**config.mk**
```make
export PLATFORM = sky130hd
export DESIGN_NAME = pipe_stall_ctrl
export DESIGN_NICKNAME = d
export VERILOG_FILES = /design/src/rtl/pipe_stall_ctrl.sv
export SDC_FILE = /design/constraint.sdc
export NUM_CORES = 1
export LEC_CHECK = 0
export BUFFER_PORTS_ARGS = -buffer_cell sky130_fd_sc_hd__buf_4
export CELL_PAD_IN_SITES_DETAIL_PLACEMENT = 2
export CELL_PAD_IN_SITES_GLOBAL_PLACEMENT = 2
export CORE_MARGIN = 2
export CORE_UTILIZATION = 27
export DETAILED_ROUTE_END_ITERATION = 10
export PLACE_DENSITY = 0.79
export SYNTH_ARGS = -nofsm -noshare
export SYNTH_HDL_FRONTEND = slang
export SYNTH_SLANG_ARGS = --single-unit
export TNS_END_PERCENT = 1
```
**constraint.sdc**
```tcl
create_clock -name clk -period 3.3 [get_ports clk]
set_input_delay 0.66 -clock clk [delete_from_list [all_inputs] [get_ports clk]]
set_output_delay 0.66 -clock clk [all_outputs]
set_load 0.02 [all_outputs]
```
**src/rtl/pipe_stall_ctrl.sv**
```systemverilog
// pipe_stall_ctrl
//   Central stall/sequencing controller for the 5-stage integer pipeline.
//   Detects load-use hazards the bypass network cannot cover, sequences the
//   multi-cycle divider held in EX and drives the per-stage stall vector.
//
// Ports
//   clk, rst          pipeline clock (rising edge), async active-high reset
//   flush             exception/redirect flush, overrides every stall
//   id_re1/2          ID read-port enables
//   id_raddr1/2       ID read addresses
//   ex_to_id_bus      {we, waddr[4:0], result[31:0]} from EX (result unused)
//   ex_is_load        EX holds a load
//   ex_div_req        EX holds div/divu
//   ex_div_signed     1 = div, 0 = divu
//   div_ready         divider result valid pulse
//   stall[5:0]        {WB, MEM, EX, ID, IF, PC} hold enables
//   div_start         one-cycle start pulse to the divider
//   div_signed        signedness captured with div_start
//   div_annul         one-cycle abort pulse to the divider
//   div_timeout       sticky watchdog error flag
//   stall_cycles      count of cycles with stall[0] set, wraps
//
// state   | meaning
// --------+--------------------------------------------------------------
// IDLE    | no division in flight; a div request stalls and launches one
// DIV_ON  | divider busy, EX and everything upstream frozen
// DIV_END | one-cycle release so the quotient leaves EX; request ignored

module pipe_stall_ctrl #(
  parameter int DIV_TIMEOUT = 40
) (
  input  logic        clk,
  input  logic        rst,
  input  logic        flush,
  input  logic        id_re1,
  input  logic        id_re2,
  input  logic [4:0]  id_raddr1,
  input  logic [4:0]  id_raddr2,
  input  logic [37:0] ex_to_id_bus,
  input  logic        ex_is_load,
  input  logic        ex_div_req,
  input  logic        ex_div_signed,
  input  logic        div_ready,
  output logic [5:0]  stall,
  output logic        div_start,
  output logic        div_signed,
  output logic        div_annul,
  output logic        div_timeout,
  output logic [31:0] stall_cycles
);

  typedef enum logic [1:0] {
    IDLE    = 2'd0,
    DIV_ON  = 2'd1,
    DIV_END = 2'd2
  } state_t;

  localparam logic [5:0] STALL_NONE = 6'b000000;
  localparam logic [5:0] STALL_LU   = 6'b000111;
  localparam logic [5:0] STALL_DIV  = 6'b001111;
  localparam logic [5:0] CNT_LAST   = 6'(DIV_TIMEOUT - 1);

  state_t      state_q, state_d;
  logic [5:0]  cnt_q, cnt_d;
  logic        div_start_q, div_start_d;
  logic        div_signed_q, div_signed_d;
  logic        div_annul_q, div_annul_d;
  logic        div_timeout_q, div_timeout_d;
  logic [31:0] stall_cycles_q, stall_cycles_d;

  logic        ex_we;
  logic [4:0]  ex_waddr;
  logic        unused_result;
  logic        hit1, hit2;
  logic        load_use;
  logic        div_stall;
  logic [5:0]  stall_c;

  assign ex_we         = ex_to_id_bus[37];
  assign ex_waddr      = ex_to_id_bus[36:32];
  assign unused_result = ^ex_to_id_bus[31:0];

  // r0 is hardwired to zero, so a load targeting it never creates a hazard.
  assign hit1     = id_re1 && (id_raddr1 == ex_waddr);
  assign hit2     = id_re2 && (id_raddr2 == ex_waddr);
  assign load_use = ex_is_load && ex_we && (ex_waddr != 5'd0) && (hit1 || hit2);

  always_comb begin
    state_d       = state_q;
    cnt_d         = cnt_q;
    div_start_d   = 1'b0;
    div_signed_d  = div_signed_q;
    div_annul_d   = 1'b0;
    div_timeout_d = div_timeout_q;
    div_stall     = 1'b0;

    case (state_q)
      IDLE: begin
        if (ex_div_req) begin
          div_stall    = 1'b1;
          state_d      = DIV_ON;
          div_start_d  = 1'b1;
          div_signed_d = ex_div_signed;
          cnt_d        = 6'd0;
        end
      end
      DIV_ON: begin
        div_stall = 1'b1;
        cnt_d     = cnt_q + 6'd1;
        if (div_ready) begin
          state_d = DIV_END;
        end else if (cnt_q == CNT_LAST) begin
          div_timeout_d = 1'b1;
          state_d       = DIV_END;
        end
      end
      DIV_END: begin
        // Same div instruction is still in EX this cycle; let it drain.
        state_d = IDLE;
      end
      default: begin
        state_d = IDLE;
      end
    endcase

    // Flush kills everything in flight: no start, no timeout, and an abort
    // to the divider if it was actually running.
    if (flush) begin
      state_d       = IDLE;
      cnt_d         = cnt_q;
      div_start_d   = 1'b0;
      div_signed_d  = div_signed_q;
      div_timeout_d = div_timeout_q;
      div_annul_d   = (state_q == DIV_ON);
    end
  end

  // Division stall masks the load-use check: EX is frozen, so the hazard is
  // re-evaluated once the divider releases the pipe.
  always_comb begin
    stall_c = STALL_NONE;
    if (flush) begin
      stall_c = STALL_NONE;
    end else if (div_stall) begin
      stall_c = STALL_DIV;
    end else if (load_use) begin
      stall_c = STALL_LU;
    end
  end

  // Reset forces the stall vector low at once, even if a div request is
  // still presented on the inputs.
  assign stall = rst ? STALL_NONE : stall_c;

  assign stall_cycles_d = stall_cycles_q + {31'd0, stall[0]};

  always_ff @(posedge clk or posedge rst) begin
    if (rst) begin
      state_q        <= IDLE;
      cnt_q          <= 6'd0;
      div_start_q    <= 1'b0;
      div_signed_q   <= 1'b0;
      div_annul_q    <= 1'b0;
      div_timeout_q  <= 1'b0;
      stall_cycles_q <= 32'd0;
    end else begin
      state_q        <= state_d;
      cnt_q          <= cnt_d;
      div_start_q    <= div_start_d;
      div_signed_q   <= div_signed_d;
      div_annul_q    <= div_annul_d;
      div_timeout_q  <= div_timeout_d;
      stall_cycles_q <= stall_cycles_d;
    end
  end

  assign div_start    = div_start_q;
  assign div_signed   = div_signed_q;
  assign div_annul    = div_annul_q;
  assign div_timeout  = div_timeout_q;
  assign stall_cycles = stall_cycles_q;

endmodule
```
==> qor.yml <==
pwr:
  leakage_nw: 1.46
  p_clk_share_pct: 32.8
  switching_share_pct: 28.4
  p_comb_share_pct: 17.3
  ir_drop_mv: 0.247
  powerDensity_nw_per_um2: 438
  switchingPower_mw: 0.358
  p_int_mw: 0.902
  seqPwrFrac_pct: 49.9
sta:
  slew_violations: 0
  finalClockSkew_ns: 0.00610
  fin_tns_setup_ns: 0
  slew_headroom_pct: 37.2
  worst_slew_pin_slew_ns: 0.942
  rsz0062_at_grt: "no"
  setup_viol: 0
  final_hold_viol_count: 0
  period_share_pct: 87.0
  period_minus_slack_ns: 2.87
  fmax_ghz: 0.348
synth:
  synth_ff_type: "dfrtp_1"
  synth_area_leaders: "dfrtp_1 (52%), xnor2_1 (9.0%), xor2_1 (8.2%)"
  ys_async_sr_fraction_pct: 100
  ys_seq_elements: 44
  synthTopCellsByCount: "dfrtp_1 (44), xnor2_1 (22), xor2_1 (20)"
  synth_top_area_share_pct: 51.6
  synth_area_leader_cell: "dfrtp_1"
  avgSynthCellArea_um2: 11.2
  ys_seq_area_share_pct: 51.6
  netlist_area_um2: 2130
  yosysWarnings: 0
  synth_edf_count: 0
  synthCells: 191
  ys_types: 39
  synthMostInstantiatedCell: "dfrtp_1"
setup_path:
  critical-path-top-delay-family: "simple AND/OR/NAND/NOR gates"
  critical_path_class: "primary input to flop"
  r2r_start: "state_q[1]"
  crit_chain: "buf_4 > xor2_1 > nor4_1 > and3_1 > a31oi_1 > o22ai_1 > ha_1 > ha_1 > nand4_1 > nor3_4 > nand3b_2 > nor3_2 > xor2_1"
  reg2reg_depth: 10
  crit_slowest_cell: "nor4_1"
  cp_max_fo: 4
  endpoint_kind: "flop"
  r2r-end: "stall_cycles[24]"
  regToRegSetupSlack_ns: 0.89
  cpPeakStageDelay_ns: 0.30
  start_kind: "primary input"
  cp_num_buf_inv: 1
  required_ns: 3.52
  critPathArrivalTime_ns: 3.09
clock_tree:
  cts_max_path_buffers: 2
  cts_tree: "done"
  cts_setup_buffers: 0
  htree_levels: 2
  cts_root_buf: "clkbuf_8"
  clock-sinks: 44
  ctsResizeCount: 0
  numCtsBuffers: 5
  insertion_delay_ns: 0.29
  cts_hold_buf: 0
  clk_pin_slew_ns: 0.09
worst_hold_path:
  hp-class: "flop to flop"
  worstHoldStart: "div_timeout"
  hold_end: "div_timeout"
  hold_depth: 1
route:
  vias_per_cell: 4.59
  drt_iter0_drc: 44
  routed_wl_mm: 5.43
  vias: 1695
  drtAntennaViolNets: 0
  dr.pass1.iters: 4
  drcViolationCount: 0
  wire_per_inst_um: 14.7
global_route:
  grt_pass1_vias: 1940
  grt_max_degree: 45
  antenna_found_initial: 0
  grt_pass1_wl_mm: 9.49
  grt.total_usage_pct: 13.7
  grt.overflow.total: 0
layout:
  layoutNonFillerInstCount: 369
  area_delta_synth_final_pct: 35.2
  fill_cells: 859
  final_nets: 326
  postLayoutCellArea_um2: 2880
  drive_above_1_share_pct: 35.2
  antennaDiodeCount: 0
die:
  initial_core_util_pct: 27.7
  die_h_um: 92.9
  die_width_um: 92.9
  dieArea_um2: 8620
  num_io_pins: 99
  num_rows: 32
  core_um2: 7690
placed_design:
  dpl_cell_area_um2: 2770
  post-dp-hpwl_mm: 4.34
  gp_congestion: 0.772
  dpl.cell_count: 361
  port_buffers: 64
run_status:
  status: "complete, no violations"
flow_run:
  drv_cap: 0
[area by class of cell]
type,count,area [µm²],area share (%)
clock buffers,5,68.8,2.39
clock inverters,3,42.5,1.48
inverters,3,11.3,0.391
multi-input cells,140,990,34.3
flip-flops and latches,44,1100,38.2
well taps,102,128,4.43
repair buffers,72,541,18.8
[flip-flops by register name (all words and copies together), names as in the netlist]
register      count
cnt_q             6
div_signed        1
div_annul         1
div_timeout       1
stall_cycles     32
state_q           2
div_start         1
[worst max-delay path by stage]
stage,startpoint,end,slack [ns],depth (start not counted)
after floorplan,ex_to_id_bus[32],stall_cycles[24],0.14,12
after global placement,ex_to_id_bus[32],stall_cycles[24],0.12,13
after detailed placement,ex_to_id_bus[32],stall_cycles[24],0.05,13
after CTS,ex_to_id_bus[32],stall_cycles[24],0.33,13
after global routing,ex_to_id_bus[32],stall_cycles[22],0.13,13
final,ex_to_id_bus[32],stall_cycles[24],0.43,13
[stage by stage]
step	utilization, %	setup WS [ns]	hold slack (ns)	power, mW
2_1_floorplan	-	0.137	0.474	0.742
3_3_place_gp	36.0	0.121	0.462	0.850
3_5_place_dp	36.0	0.0478	0.477	0.867
4_1_cts	37.5	0.334	0.497	1.29
5_1_grt	37.5	0.129	0.509	1.33
6_report	37.5	0.429	0.481	1.26
[power by group through the flow]
stage                     combinational (mW)  clock [mW]  sequential, mW
after CTS                              0.226       0.430           0.631
after global routing                   0.243       0.454           0.637
final                                  0.219       0.414           0.629
after global placement                 0.214           0           0.635
after floorplan                       0.0723           0           0.670
after detailed placement               0.226           0           0.641
[cells in the final DEF, fill, tap and decap left out, types with 2 or more instances in the layout]
master and instances:
nand3_2 3, nand3_1 13, xor2_1 20, ha_1 3
nor3_1 2, nor4_1 4, nor2_1 14, and2_1 2
nor3_2 3, xnor2_1 22, o21ai_1 2, nand2_1 16
dfrtp_1 44, buf_4 72, o21ai_0 3, and3_1 7
clkbuf_8 5, nand4_1 4, nor2b_1 2, inv_1 2
conb_1 2
[routing by layer]
layer | wire, µm | track usage (%)
met3 | 360 | 4.07
met2 | 2770 | 24.4
met1 | 2250 | 16.4
met4 | 40 | 2.94
met5 | 0 | 0
[cells by family (layout without fill, tap and decap cells)]
kind of cell               after synthesis  count (layout)  synth area share [%]
AOI/OAI and AO/OA                       10              10                  2.76
and+or+nand+nor                         81              81                  23.3
DFF                                     44              44                  51.6
muxes                                    2               2                 0.998
other                                    1               2                 0.176
xor gates and xnor gates                42              42                  17.3
buffers and inverters                    8              83                  2.11
adders and majority gates                3               3                  1.76
[worst reg2reg max path: cells and delay by family (launching register included)]
family / cells / cell delay [ns]
AOI/OAI and AO/OA: 2 / 0.38
xor gates and xnor gates: 1 / 0.15
adders and majority gates: 2 / 0.44
DFF: 1 / 0.43
and+or+nand+nor: 5 / 0.94
No activity file was read; power rests on OpenSTA's default activity.
